===== config.mk =====
export PLATFORM = sky130hd
export DESIGN_NAME = i2c_target_regs
export DESIGN_NICKNAME = d
export VERILOG_FILES = /design/src/rtl/i2c_target_regs.sv
export SDC_FILE = /design/constraint.sdc
export NUM_CORES = 1
export LEC_CHECK = 0
export CELL_PAD_IN_SITES_DETAIL_PLACEMENT = 0
export CELL_PAD_IN_SITES_GLOBAL_PLACEMENT = 1
export CORE_ASPECT_RATIO = 0.5
export CORE_MARGIN = 2
export CORE_UTILIZATION = 30
export DETAILED_ROUTE_END_ITERATION = 10
export GPL_ROUTABILITY_DRIVEN = 0
export PLACE_DENSITY_LB_ADDON = 0.15
export SKIP_CTS_REPAIR_TIMING = 1
export SLEW_MARGIN = 10
export SYNTH_ARGS = -nofsm -noshare
export SYNTH_HDL_FRONTEND = slang
export SYNTH_SLANG_ARGS = --single-unit
export TNS_END_PERCENT = 20

===== constraint.sdc =====
create_clock -name clk -period 6.16 [get_ports clk]
set_input_delay 1.848 -clock clk [delete_from_list [all_inputs] [get_ports clk]]
set_output_delay 1.848 -clock clk [all_outputs]
set_load 0.02 [all_outputs]

===== src/rtl/i2c_target_regs.sv =====
// I2C target that bridges bus transfers to a synchronous 8-bit register port.
// Writes: pointer byte then data bytes (auto-increment). Reads start at the current pointer.
module i2c_target_regs #(
    parameter logic [6:0] DEV_ADDR    = 7'h50,
    parameter int         SYNC_STAGES = 2
) (
    input  logic       clk,
    input  logic       nrst,
    input  logic       scl_in,
    input  logic       sda_in,
    output logic       sda_oe,
    output logic [7:0] reg_addr,
    output logic [7:0] reg_wdata,
    output logic       reg_wr_en,
    output logic       reg_rd_en,
    input  logic [7:0] reg_rdata,
    output logic       busy,
    output logic [3:0] dbg_state
);

    localparam logic [3:0] IDLE      = 4'd0;
    localparam logic [3:0] DEV       = 4'd1;
    localparam logic [3:0] DEV_ACK   = 4'd2;
    localparam logic [3:0] REG       = 4'd3;
    localparam logic [3:0] REG_ACK   = 4'd4;
    localparam logic [3:0] WR        = 4'd5;
    localparam logic [3:0] WR_ACK    = 4'd6;
    localparam logic [3:0] RD        = 4'd7;
    localparam logic [3:0] RD_ACK    = 4'd8;
    localparam logic [3:0] WAIT_STOP = 4'd9;

    logic [SYNC_STAGES-1:0] scl_sync_q, scl_sync_d;
    logic [SYNC_STAGES-1:0] sda_sync_q, sda_sync_d;
    logic [SYNC_STAGES:0]   arm_q, arm_d;
    logic                   scl_prev_q, scl_prev_d;
    logic                   sda_prev_q, sda_prev_d;

    logic [3:0] state_q, state_d;
    logic [2:0] cnt_q, cnt_d;
    logic [7:0] sr_q, sr_d;
    logic       rw_q, rw_d;
    logic       ack_q, ack_d;
    logic       sda_oe_q, sda_oe_d;
    logic [7:0] addr_q, addr_d;
    logic [7:0] wdata_q, wdata_d;
    logic       wr_en_q, wr_en_d;
    logic       rd_en_q, rd_en_d;
    logic       rd_pend_q, rd_pend_d;
    logic       busy_q, busy_d;

    logic scl_s, sda_s, armed;
    logic scl_rise, scl_fall, start_det, stop_det;

    assign scl_s = scl_sync_q[SYNC_STAGES-1];
    assign sda_s = sda_sync_q[SYNC_STAGES-1];
    // Edges are ignored until the sync chain has refilled after reset, so a
    // release with SDA low and SCL high cannot look like a START.
    assign armed = arm_q[SYNC_STAGES];

    assign scl_rise  = armed &  scl_s & ~scl_prev_q;
    assign scl_fall  = armed & ~scl_s &  scl_prev_q;
    assign start_det = armed & scl_s & scl_prev_q &  sda_prev_q & ~sda_s;
    assign stop_det  = armed & scl_s & scl_prev_q & ~sda_prev_q &  sda_s;

    always_comb begin
        scl_sync_d = {scl_sync_q[SYNC_STAGES-2:0], scl_in};
        sda_sync_d = {sda_sync_q[SYNC_STAGES-2:0], sda_in};
        arm_d      = {arm_q[SYNC_STAGES-1:0], 1'b1};
        scl_prev_d = scl_s;
        sda_prev_d = sda_s;
        rd_pend_d  = rd_en_q;
    end

    always_comb begin
        state_d  = state_q;
        cnt_d    = cnt_q;
        sr_d     = sr_q;
        rw_d     = rw_q;
        ack_d    = ack_q;
        sda_oe_d = sda_oe_q;
        addr_d   = addr_q;
        wdata_d  = wdata_q;
        wr_en_d  = 1'b0;
        rd_en_d  = 1'b0;
        busy_d   = busy_q;

        if (wr_en_q) begin
            addr_d = addr_q + 8'd1;
        end

        if (stop_det) begin
            state_d  = IDLE;
            sda_oe_d = 1'b0;
            busy_d   = 1'b0;
        end else if (start_det) begin
            state_d  = DEV;
            cnt_d    = 3'd0;
            sda_oe_d = 1'b0;
        end else begin
            case (state_q)
                DEV: begin
                    if (scl_rise) begin
                        sr_d  = {sr_q[6:0], sda_s};
                        cnt_d = cnt_q + 3'd1;
                        if (cnt_q == 3'd7) begin
                            if (sr_q[6:0] == DEV_ADDR) begin
                                rw_d    = sda_s;
                                state_d = DEV_ACK;
                            end else begin
                                state_d = IDLE;
                            end
                        end
                    end
                end
                // sda_oe doubles as the phase flag: first fall starts the ACK, second ends it.
                DEV_ACK: begin
                    if (scl_fall) begin
                        if (!sda_oe_q) begin
                            sda_oe_d = 1'b1;
                            busy_d   = 1'b1;
                            rd_en_d  = rw_q;
                        end else if (rw_q) begin
                            sda_oe_d = ~sr_q[7];
                            sr_d     = {sr_q[6:0], 1'b0};
                            cnt_d    = 3'd0;
                            state_d  = RD;
                        end else begin
                            sda_oe_d = 1'b0;
                            cnt_d    = 3'd0;
                            state_d  = REG;
                        end
                    end else if (rd_pend_q) begin
                        sr_d = reg_rdata;
                    end
                end
                REG: begin
                    if (scl_rise) begin
                        sr_d  = {sr_q[6:0], sda_s};
                        cnt_d = cnt_q + 3'd1;
                        if (cnt_q == 3'd7) begin
                            addr_d  = {sr_q[6:0], sda_s};
                            state_d = REG_ACK;
                        end
                    end
                end
                REG_ACK: begin
                    if (scl_fall) begin
                        if (!sda_oe_q) begin
                            sda_oe_d = 1'b1;
                        end else begin
                            sda_oe_d = 1'b0;
                            cnt_d    = 3'd0;
                            state_d  = WR;
                        end
                    end
                end
                WR: begin
                    if (scl_rise) begin
                        sr_d  = {sr_q[6:0], sda_s};
                        cnt_d = cnt_q + 3'd1;
                        if (cnt_q == 3'd7) begin
                            state_d = WR_ACK;
                        end
                    end
                end
                WR_ACK: begin
                    if (scl_fall) begin
                        if (!sda_oe_q) begin
                            sda_oe_d = 1'b1;
                            wdata_d  = sr_q;
                            wr_en_d  = 1'b1;
                        end else begin
                            sda_oe_d = 1'b0;
                            cnt_d    = 3'd0;
                            state_d  = WR;
                        end
                    end
                end
                // cnt counts bits already clocked out; it wraps to 0 after the eighth rise.
                RD: begin
                    if (scl_fall) begin
                        if (cnt_q == 3'd0) begin
                            sda_oe_d = 1'b0;
                            state_d  = RD_ACK;
                        end else begin
                            sda_oe_d = ~sr_q[7];
                            sr_d     = {sr_q[6:0], 1'b0};
                        end
                    end else if (scl_rise) begin
                        cnt_d = cnt_q + 3'd1;
                    end else if (rd_pend_q) begin
                        sda_oe_d = ~reg_rdata[7];
                        sr_d     = {reg_rdata[6:0], 1'b0};
                    end
                end
                RD_ACK: begin
                    if (scl_rise) begin
                        ack_d = ~sda_s;
                        if (!sda_s) begin
                            addr_d = addr_q + 8'd1;
                        end
                    end else if (scl_fall) begin
                        if (ack_q) begin
                            rd_en_d = 1'b1;
                            cnt_d   = 3'd0;
                            state_d = RD;
                        end else begin
                            state_d = WAIT_STOP;
                        end
                    end
                end
                default: begin
                end
            endcase
        end
    end

    always_ff @(posedge clk or negedge nrst) begin
        if (!nrst) begin
            scl_sync_q <= '1;
            sda_sync_q <= '1;
            arm_q      <= '0;
            scl_prev_q <= 1'b1;
            sda_prev_q <= 1'b1;
            state_q    <= IDLE;
            cnt_q      <= 3'd0;
            sr_q       <= 8'd0;
            rw_q       <= 1'b0;
            ack_q      <= 1'b0;
            sda_oe_q   <= 1'b0;
            addr_q     <= 8'd0;
            wdata_q    <= 8'd0;
            wr_en_q    <= 1'b0;
            rd_en_q    <= 1'b0;
            rd_pend_q  <= 1'b0;
            busy_q     <= 1'b0;
        end else begin
            scl_sync_q <= scl_sync_d;
            sda_sync_q <= sda_sync_d;
            arm_q      <= arm_d;
            scl_prev_q <= scl_prev_d;
            sda_prev_q <= sda_prev_d;
            state_q    <= state_d;
            cnt_q      <= cnt_d;
            sr_q       <= sr_d;
            rw_q       <= rw_d;
            ack_q      <= ack_d;
            sda_oe_q   <= sda_oe_d;
            addr_q     <= addr_d;
            wdata_q    <= wdata_d;
            wr_en_q    <= wr_en_d;
            rd_en_q    <= rd_en_d;
            rd_pend_q  <= rd_pend_d;
            busy_q     <= busy_d;
        end
    end

    assign sda_oe    = sda_oe_q;
    assign reg_addr  = addr_q;
    assign reg_wdata = wdata_q;
    assign reg_wr_en = wr_en_q;
    assign reg_rd_en = rd_en_q;
    assign busy      = busy_q;
    assign dbg_state = state_q;

endmodule


==> out/qor_table.md, run 1 <==
| Stage | Parameter | This run |
|:---|:---|:---|
| clock network | Number of CTS-inserted buffers | 5 |
| logic synthesis | Share of the synthesized area in compound gates (AO/OA/AOI/OAI) | 0.199 |
| logic synthesis | Warning count from the yosys run | 0 |
| sta | Unrepaired setup endpoints after global routing | false |
| final layout | Commonest cells after routing, fill and taps aside | dfrtp_1, clkdlybuf4s50_1, nor2_1 |
| route | Vias after detailed routing | 2306 |
| global routing | Via count of the first global-routing pass | 2196 |
| final layout | Post-layout util | 0.365 |
| logic synthesis | Post-synthesis cell area | 0.00287 mm^2 |
| logic synthesis | Prevailing post-synth register cell | dfrtp_1 |
| setup path | WP depth | 1 |
| floorplan | Boundary pin count | 36 |
| sta | Worst hold slack | 0.349 ns |
| setup path | Worst r2r path cells | 4 |
| logic synthesis | Average cell area after synthesis | 10.1 um^2 |
| setup path | Critical path, cell by cell | clkdlybuf4s50_1 |
| run status | Outcome | finished, final reports clean |
| pwr | Worst vdd rail ir drop | 0.100 mV |
| sta | Worst path setup slack after routing | 2.45 ns |
| hold path | Cell depth of the worst hold path | 0 |
| logic synthesis | Basic-gate share of the synthesized area counting and, or, nand and nor cells | 0.169 |
| floorplan | Starting utilization of the core area | 0.306 |
| flow run | Max-Cap Viols | 0 |
| floorplan | Rows | 25 |
| route | First-pass detailed-route iteration total | 4 |
| global routing | Sum of overflow across all layers after global routing | 0 |
| logic synthesis | Synthesized net count | 299 |
| floorplan | Area of the core | 0.00938 mm^2 |
| route | Drt initial violations | 185 |
| pwr | Power density over the cells | 205 mW/mm^2 |
| setup path | Required time reported for the critical path endpoint | 4.31 ns |
| route | Average routed wire per standard cell | 17.7 um |
| logic synthesis | EDFF count, synth | 0 |
| sta | Worst-margin pin slew | 0.750 ns |
| logic synthesis | Adder and majority cell fraction of the synthesized area | 0.0174 |
| logic synthesis | Number of distinct standard cells referenced by the synthesized netlist | 59 |
| logic synthesis | Share of the synthesized netlist area taken by xor and xnor gates | 0.0397 |
| clock network | Clock slew seen by the registers of the worst setup and hold paths | 0.07 ns |
| route | Via density per instance | 5.38 |
| sta | Final worst clock skew | 0.00679 ns |
| logic synthesis | Dominant combinational cell family by area after synthesis | compound AO/OA/AOI/OAI gates |
| sta | Post-layout min period | 3.71 ns |
| clock network | CTS HTree Levels | 2 |
| logic synthesis | Gate count of the mapped netlist | 283 |
| logic synthesis | Biggest area consumer among synthesized cells | dfrtp_1 |
| placed design | Worst slack after detailed placement | 2.76 ns |
| logic synthesis | Fraction of synthesized area in multiplexers | 0.113 |
| final layout | P&R area growth vs syn | 19.3% |
| clock network | Clock tree from TritonCTS | built |
| route | Drc violations | 0 |
| sta | Relative max-transition margin | 0.500 |
| floorplan | Area enclosed by the die boundary | 0.0104 mm^2 |
| clock network | Worst skew pair latency | 0.29 ns |
| setup path | Element type at the critical path end | primary output |
| clock network | Root Driver | clkbuf_16 |
| placed design | Post-detail-place hpwl | 5.42 mm |
| global routing | Total track usage | 0.155 |
| final layout | Fraction of final layout cells sized beyond drive strength 1 | 0.149 |
| final layout | Antenna Cells | 0 |
| route | Aggregate routed wire length | 7.60 mm |
| sta | Number of failing setup endpoints in the final timing report | 0 |
| sta | Fin. max-slew vios | 0 |
| logic synthesis | Ranking of synthesized cells by area | dfrtp_1, dfstp_2, mux2_2 |
| placed design | Number of buffers added on ports | 35 |
| logic synthesis | Sequential share of the synthesized area | 0.412 |
| floorplan | Die Ht | 73.2 um |
| sta | Highest clock rate | 269 MHz |
| setup path | Critical setup path kind | reg2out |
| sta | Hold Vio Cnt, Final | 0 |
| logic synthesis | Synth async-reset ratio | 1.00 |
| sta | Total negative slack for setup checks | 0 ns |
| clock network | Clock tree buffer depth | 2 |
| pwr | Leak Pwr | 1.37 nW |
| final layout | Commonest non-fill, non-tap cell in the layout | dfrtp_1 |
| floorplan | X dimension of the die | 142 um |
| logic synthesis | Share of the synthesized area in the top cell type | 0.357 |
| final layout | Number of fill cells in the layout | 960 |
| setup path | Critical Path Max Stage Delay | 0.83 ns |
| final layout | Final nets | 323 |
| logic synthesis | Post-synthesis sequential element count | 47 |
| setup path | Crit-path slowest cell | dfrtp_1 |
| global routing | First-pass GRT wire length | 12.2 mm |
| global routing | Antenna violations before repair | 0 |
| global routing | Pin count of the biggest net entering global routing | 48 |
| hold path | Worst min-delay path category | reg2reg |
| setup path | Gate family responsible for the most delay along the worst path | flip-flops |
| setup path | Number of buffers and inverters on the critical path | 1 |
| clock network | Sinks on the clock net | 47 |
| pwr | Power Total | 701 uW |
| sta | Crit share post-route | 0.603 |
| setup path | Critical path launch point type | register |
| route | Detail Route Antenna Nets | 0 |
| setup path | Top fanout value on the critical path | 23 |
| setup path | Data arrival time at the worst-slack endpoint | 1.87 ns |
## cell type report
type | count | area [um^2] | area share
clock inverter | 2 | 16.3 | 0.00475
sequential | 47 | 1180 | 0.346
inverter | 9 | 33.8 | 0.00986
tap | 121 | 151 | 0.0442
multi-input combinational | 208 | 1550 | 0.452
clock buffer | 6 | 139 | 0.0405
timing repair buffer | 36 | 353 | 0.103
## cell families after synthesis
family | count (synthesis)
buffers and inverters | 28
muxes | 27
DFF | 47
and+or+nand+nor | 84
xor gates and xnor gates | 13
other | 1
adders and majority gates | 4
AOI/OAI and AO/OA | 79
## metrics by stage
step / std cells / cell area (um^2)
floorplan: 283 / 2870
global placement: 421 / 3270
detailed placement: 421 / 3270
CTS: 429 / 3430
global route: 429 / 3430
finish: 429 / 3430
## sequential cells by signal, indices dropped and copies added, names as in the netlist
signal and cells:
rw_q 1, cnt_q 3, sr_q 8, scl_prev_q 1, arm_q 3, reg_wdata 8
reg_rd_en 1, sda_sync_q 2, reg_wr_en 1, rd_pend_q 1, reg_addr 8, busy 1
ack_q 1, dbg_state 4, sda_oe 1, sda_prev_q 1, scl_sync_q 2
## layer usage
layer | up-vias | track usage | share of wire | wire length (um)
met5 | - | 0 | 0 | 0
met4 | 0 | 0.0451 | 0.012 | 92
met3 | 8 | 0.0341 | 0.028 | 213
met2 | 42 | 0.233 | 0.45 | 3400
met1 | 1145 | 0.226 | 0.51 | 3900
li1 | 1111 | - | - | -
## final timing paths
kind | to | start | slack [ns]
worst min-delay path | arm_q[2] | arm_q[1] | 0.35
min in group asynchronous | ack_q | nrst | 1.66
worst max-delay path | dbg_state[0] | dbg_state[0] | 2.45
max in group asynchronous | reg_wdata[6] | nrst | 4.07
worst min register to register | arm_q[2] | arm_q[1] | 0.35
worst max register to register | sr_q[1] | dbg_state[0] | 3.23
## cell usage after synthesis, types with 2 or more instances
| cell type | instances |
|---|---|
| ha_1 | 4 |
| nor3_1 | 7 |
| or2_2 | 2 |
| dfstp_2 | 6 |
| nand4b_1 | 3 |
| nor3b_1 | 2 |
| o32ai_1 | 3 |
| nand3b_1 | 2 |
| o32a_1 | 2 |
| nor2b_1 | 2 |
| mux2_2 | 11 |
| dfrtp_1 | 41 |
| o211ai_1 | 4 |
| o221ai_1 | 5 |
| nand4_1 | 4 |
| a21o_1 | 3 |
| xor2_1 | 3 |
| buf_6 | 3 |
| a22o_1 | 7 |
| o21a_1 | 2 |
| a21oi_1 | 17 |
| mux2i_1 | 7 |
| mux2_4 | 8 |
| xnor2_1 | 10 |
| nand2_1 | 16 |
| a31oi_1 | 2 |
| o221a_2 | 3 |
| o21ai_0 | 6 |
| nand2b_1 | 2 |
| or4_1 | 3 |
| o22ai_1 | 11 |
| o21bai_1 | 2 |
| a22oi_1 | 2 |
| nor2_1 | 23 |
| a2bb2oi_1 | 4 |
| clkbuf_1 | 6 |
| inv_1 | 9 |
| nand3_1 | 7 |
| buf_2 | 9 |
## power by group
group / switching (mW) / leakage [nW] / internal, mW / total [mW]
Sequential: 0.0212 / 0.589 / 0.322 / 0.344
Clock: 0.129 / 0.0731 / 0.163 / 0.291
Combinational: 0.0319 / 0.705 / 0.0346 / 0.0665
Total: 0.182 / 1.37 / 0.520 / 0.701
No activity file was read; power rests on OpenSTA's default activity.
==> run 2: changes to the inputs <==
==> constraint.sdc (replaced) <==
create_clock -name clk -period 3.84 [get_ports clk]
set_input_delay 1.152 -clock clk [delete_from_list [all_inputs] [get_ports clk]]
set_output_delay 1.152 -clock clk [all_outputs]
set_load 0.02 [all_outputs]
==> out/qor_table.md, run 2 (synthesis results as in run 1) <==
| Stage | Parameter | This run | vs previous |
|:---|:---|:---|:---|
| run status | Outcome | finished, final reports clean |  |
| route | Via density per instance | 5.53 | +2.8% |
| sta | Highest clock rate | 330 MHz |  |
| sta | Total negative slack for setup checks | 0 ns | unchanged |
| floorplan | Starting utilization of the core area | 0.306 | unchanged |
| placed design | Post-detail-place hpwl | 5.62 mm | +3.7% |
| sta | Worst hold slack | 0.355 ns | +0.00575 ns |
| final layout | Commonest cells after routing, fill and taps aside | dfrtp_1, clkdlybuf4s50_1, nor2_1 |  |
| hold path | Worst min-delay path category | reg2reg |  |
| sta | Hold Vio Cnt, Final | 0 | unchanged |
| placed design | Number of buffers added on ports | 35 | unchanged |
| floorplan | Die Ht | 73.2 um | unchanged |
| final layout | Post-layout util | 0.365 | about the same |
| final layout | Final nets | 323 | unchanged |
| pwr | Worst vdd rail ir drop | 0.148 mV | +47% |
| flow run | Max-Cap Viols | 0 | unchanged |
| setup path | Critical setup path kind | reg2out |  |
| sta | Worst-margin pin slew | 0.775 ns | +0.0252 ns |
| setup path | Element type at the critical path end | primary output |  |
| clock network | Root Driver | clkbuf_16 |  |
| setup path | Worst r2r path cells | 4 | unchanged |
| clock network | Clock slew seen by the registers of the worst setup and hold paths | 0.07 ns | about the same |
| setup path | Top fanout value on the critical path | 23 | unchanged |
| route | Drt initial violations | 197 | +6.5% |
| sta | Number of failing setup endpoints in the final timing report | 0 | unchanged |
| global routing | First-pass GRT wire length | 12.5 mm | +2.3% |
| clock network | Clock tree buffer depth | 2 | unchanged |
| floorplan | Rows | 25 | unchanged |
| setup path | Critical path launch point type | register |  |
| route | Detail Route Antenna Nets | 0 | unchanged |
| floorplan | X dimension of the die | 142 um | unchanged |
| sta | Final worst clock skew | 0.00733 ns | +0.000545 ns |
| sta | Unrepaired setup endpoints after global routing | false |  |
| setup path | Critical path, cell by cell | clkdlybuf4s50_1 |  |
| placed design | DP Cell Count | 421 | unchanged |
| global routing | Via count of the first global-routing pass | 2297 | +4.6% |
| final layout | Antenna Cells | 0 | unchanged |
| final layout | P&R area growth vs syn | 19.4% | about the same |
| global routing | Total track usage | 0.158 | +0.00293 |
| hold path | Startpoint of the most critical hold path | arm_q[0] |  |
| clock network | CTS HTree Levels | 2 | unchanged |
| setup path | Gate family responsible for the most delay along the worst path | flip-flops |  |
| setup path | Required time reported for the critical path endpoint | 2.69 ns | -1.62 ns |
| route | Drc violations | 0 | unchanged |
| floorplan | Area of the core | 0.00938 mm^2 | unchanged |
| setup path | Number of buffers and inverters on the critical path | 1 | unchanged |
| route | Aggregate routed wire length | 7.74 mm | +1.8% |
| route | Vias after detailed routing | 2371 | +2.8% |
| setup path | WP depth | 1 | unchanged |
| setup path | Data arrival time at the worst-slack endpoint | 1.88 ns | about the same |
| global routing | Sum of overflow across all layers after global routing | 0 | unchanged |
| floorplan | Area enclosed by the die boundary | 0.0104 mm^2 | unchanged |
| clock network | Worst skew pair latency | 0.29 ns | about the same |
| final layout | Commonest non-fill, non-tap cell in the layout | dfrtp_1 |  |
| clock network | Number of CTS-inserted buffers | 5 | unchanged |
| global routing | Antenna violations before repair | 0 | unchanged |
| sta | Post-layout min period | 3.03 ns |  |
| clock network | Clock tree from TritonCTS | built |  |
| setup path | Reg2reg setup slack | 0.95 ns | -2.28 ns |
| final layout | Fraction of final layout cells sized beyond drive strength 1 | 0.149 | unchanged |
| route | Average routed wire per standard cell | 18.0 um | +1.8% |
| setup path | Critical Path Max Stage Delay | 0.85 ns | +0.02 ns |
| setup path | Reg2Reg Launch Point | dbg_state[0] |  |
| pwr | Leak Pwr | 1.37 nW | +0.11% |
| final layout | Count of non-filler cells in the finished layout | 429 | unchanged |
| sta | Crit share post-route | 0.790 |  |
| sta | Relative max-transition margin | 0.483 | -0.0168 |
| sta | Fin. max-slew vios | 0 | unchanged |
| global routing | Pin count of the biggest net entering global routing | 48 | unchanged |
| hold path | Cell depth of the worst hold path | 0 | unchanged |
| clock network | Sinks on the clock net | 47 | unchanged |
| route | First-pass detailed-route iteration total | 5 | +1 |
| setup path | Crit-path slowest cell | dfrtp_1 |  |
| setup path | Reg2Reg Capture Point | sr_q[6] |  |
| hold path | Hold worst-path end | arm_q[1] |  |
| pwr | Power density over the cells | 327 mW/mm^2 | +60% |
| floorplan | Boundary pin count | 36 | unchanged |
[run 2: worst max path at each step]
stage                 startpoint            to
finish              dbg_state[0]  dbg_state[0]
global route        dbg_state[0]  dbg_state[0]
CTS                 dbg_state[0]  dbg_state[0]
detailed placement  dbg_state[0]       sr_q[6]
global placement    dbg_state[0]       sr_q[6]
floorplan           dbg_state[3]       sr_q[0]
[run 2: worst register-to-register path: stages (launching register included)]
cell	delay (ns)
dfrtp_1	0.85
nand4b_1	0.61
o32ai_1	0.47
a211o_1	0.49
mux2_4	0.35
[run 2: power breakdown]
group	switching, mW	leakage (nW)	internal (mW)	total (mW)
Combinational	0.0516	0.706	0.0555	0.107
Clock	0.203	0.0731	0.261	0.463
Sequential	0.0342	0.589	0.517	0.551
Total	0.289	1.37	0.833	1.12
[run 2: through the flow]
step	setup WS (ns)	power, mW	cell area (um^2)
floorplan	1.73	0.620	2870
global placement	1.15	0.667	3270
detailed placement	1.01	0.669	3270
CTS	0.830	1.14	3430
global route	0.780	1.17	3430
finish	0.807	1.12	3430
[run 2: final cells by class]
type / count / area [um^2]
fillers: 940 / 5960
clock buffers: 6 / 139
well taps: 121 / 151
flip-flops and latches: 47 / 1180
multi-input cells: 208 / 1550
inverters: 9 / 33.8
clock inverters: 2 / 16.3
repair buffers: 36 / 355
[run 2: routing by layer]
layer	global-route usage	wire (um)
met1	0.219	3740
met2	0.249	3530
met3	0.0394	376
met4	0.0440	90
met5	0	0
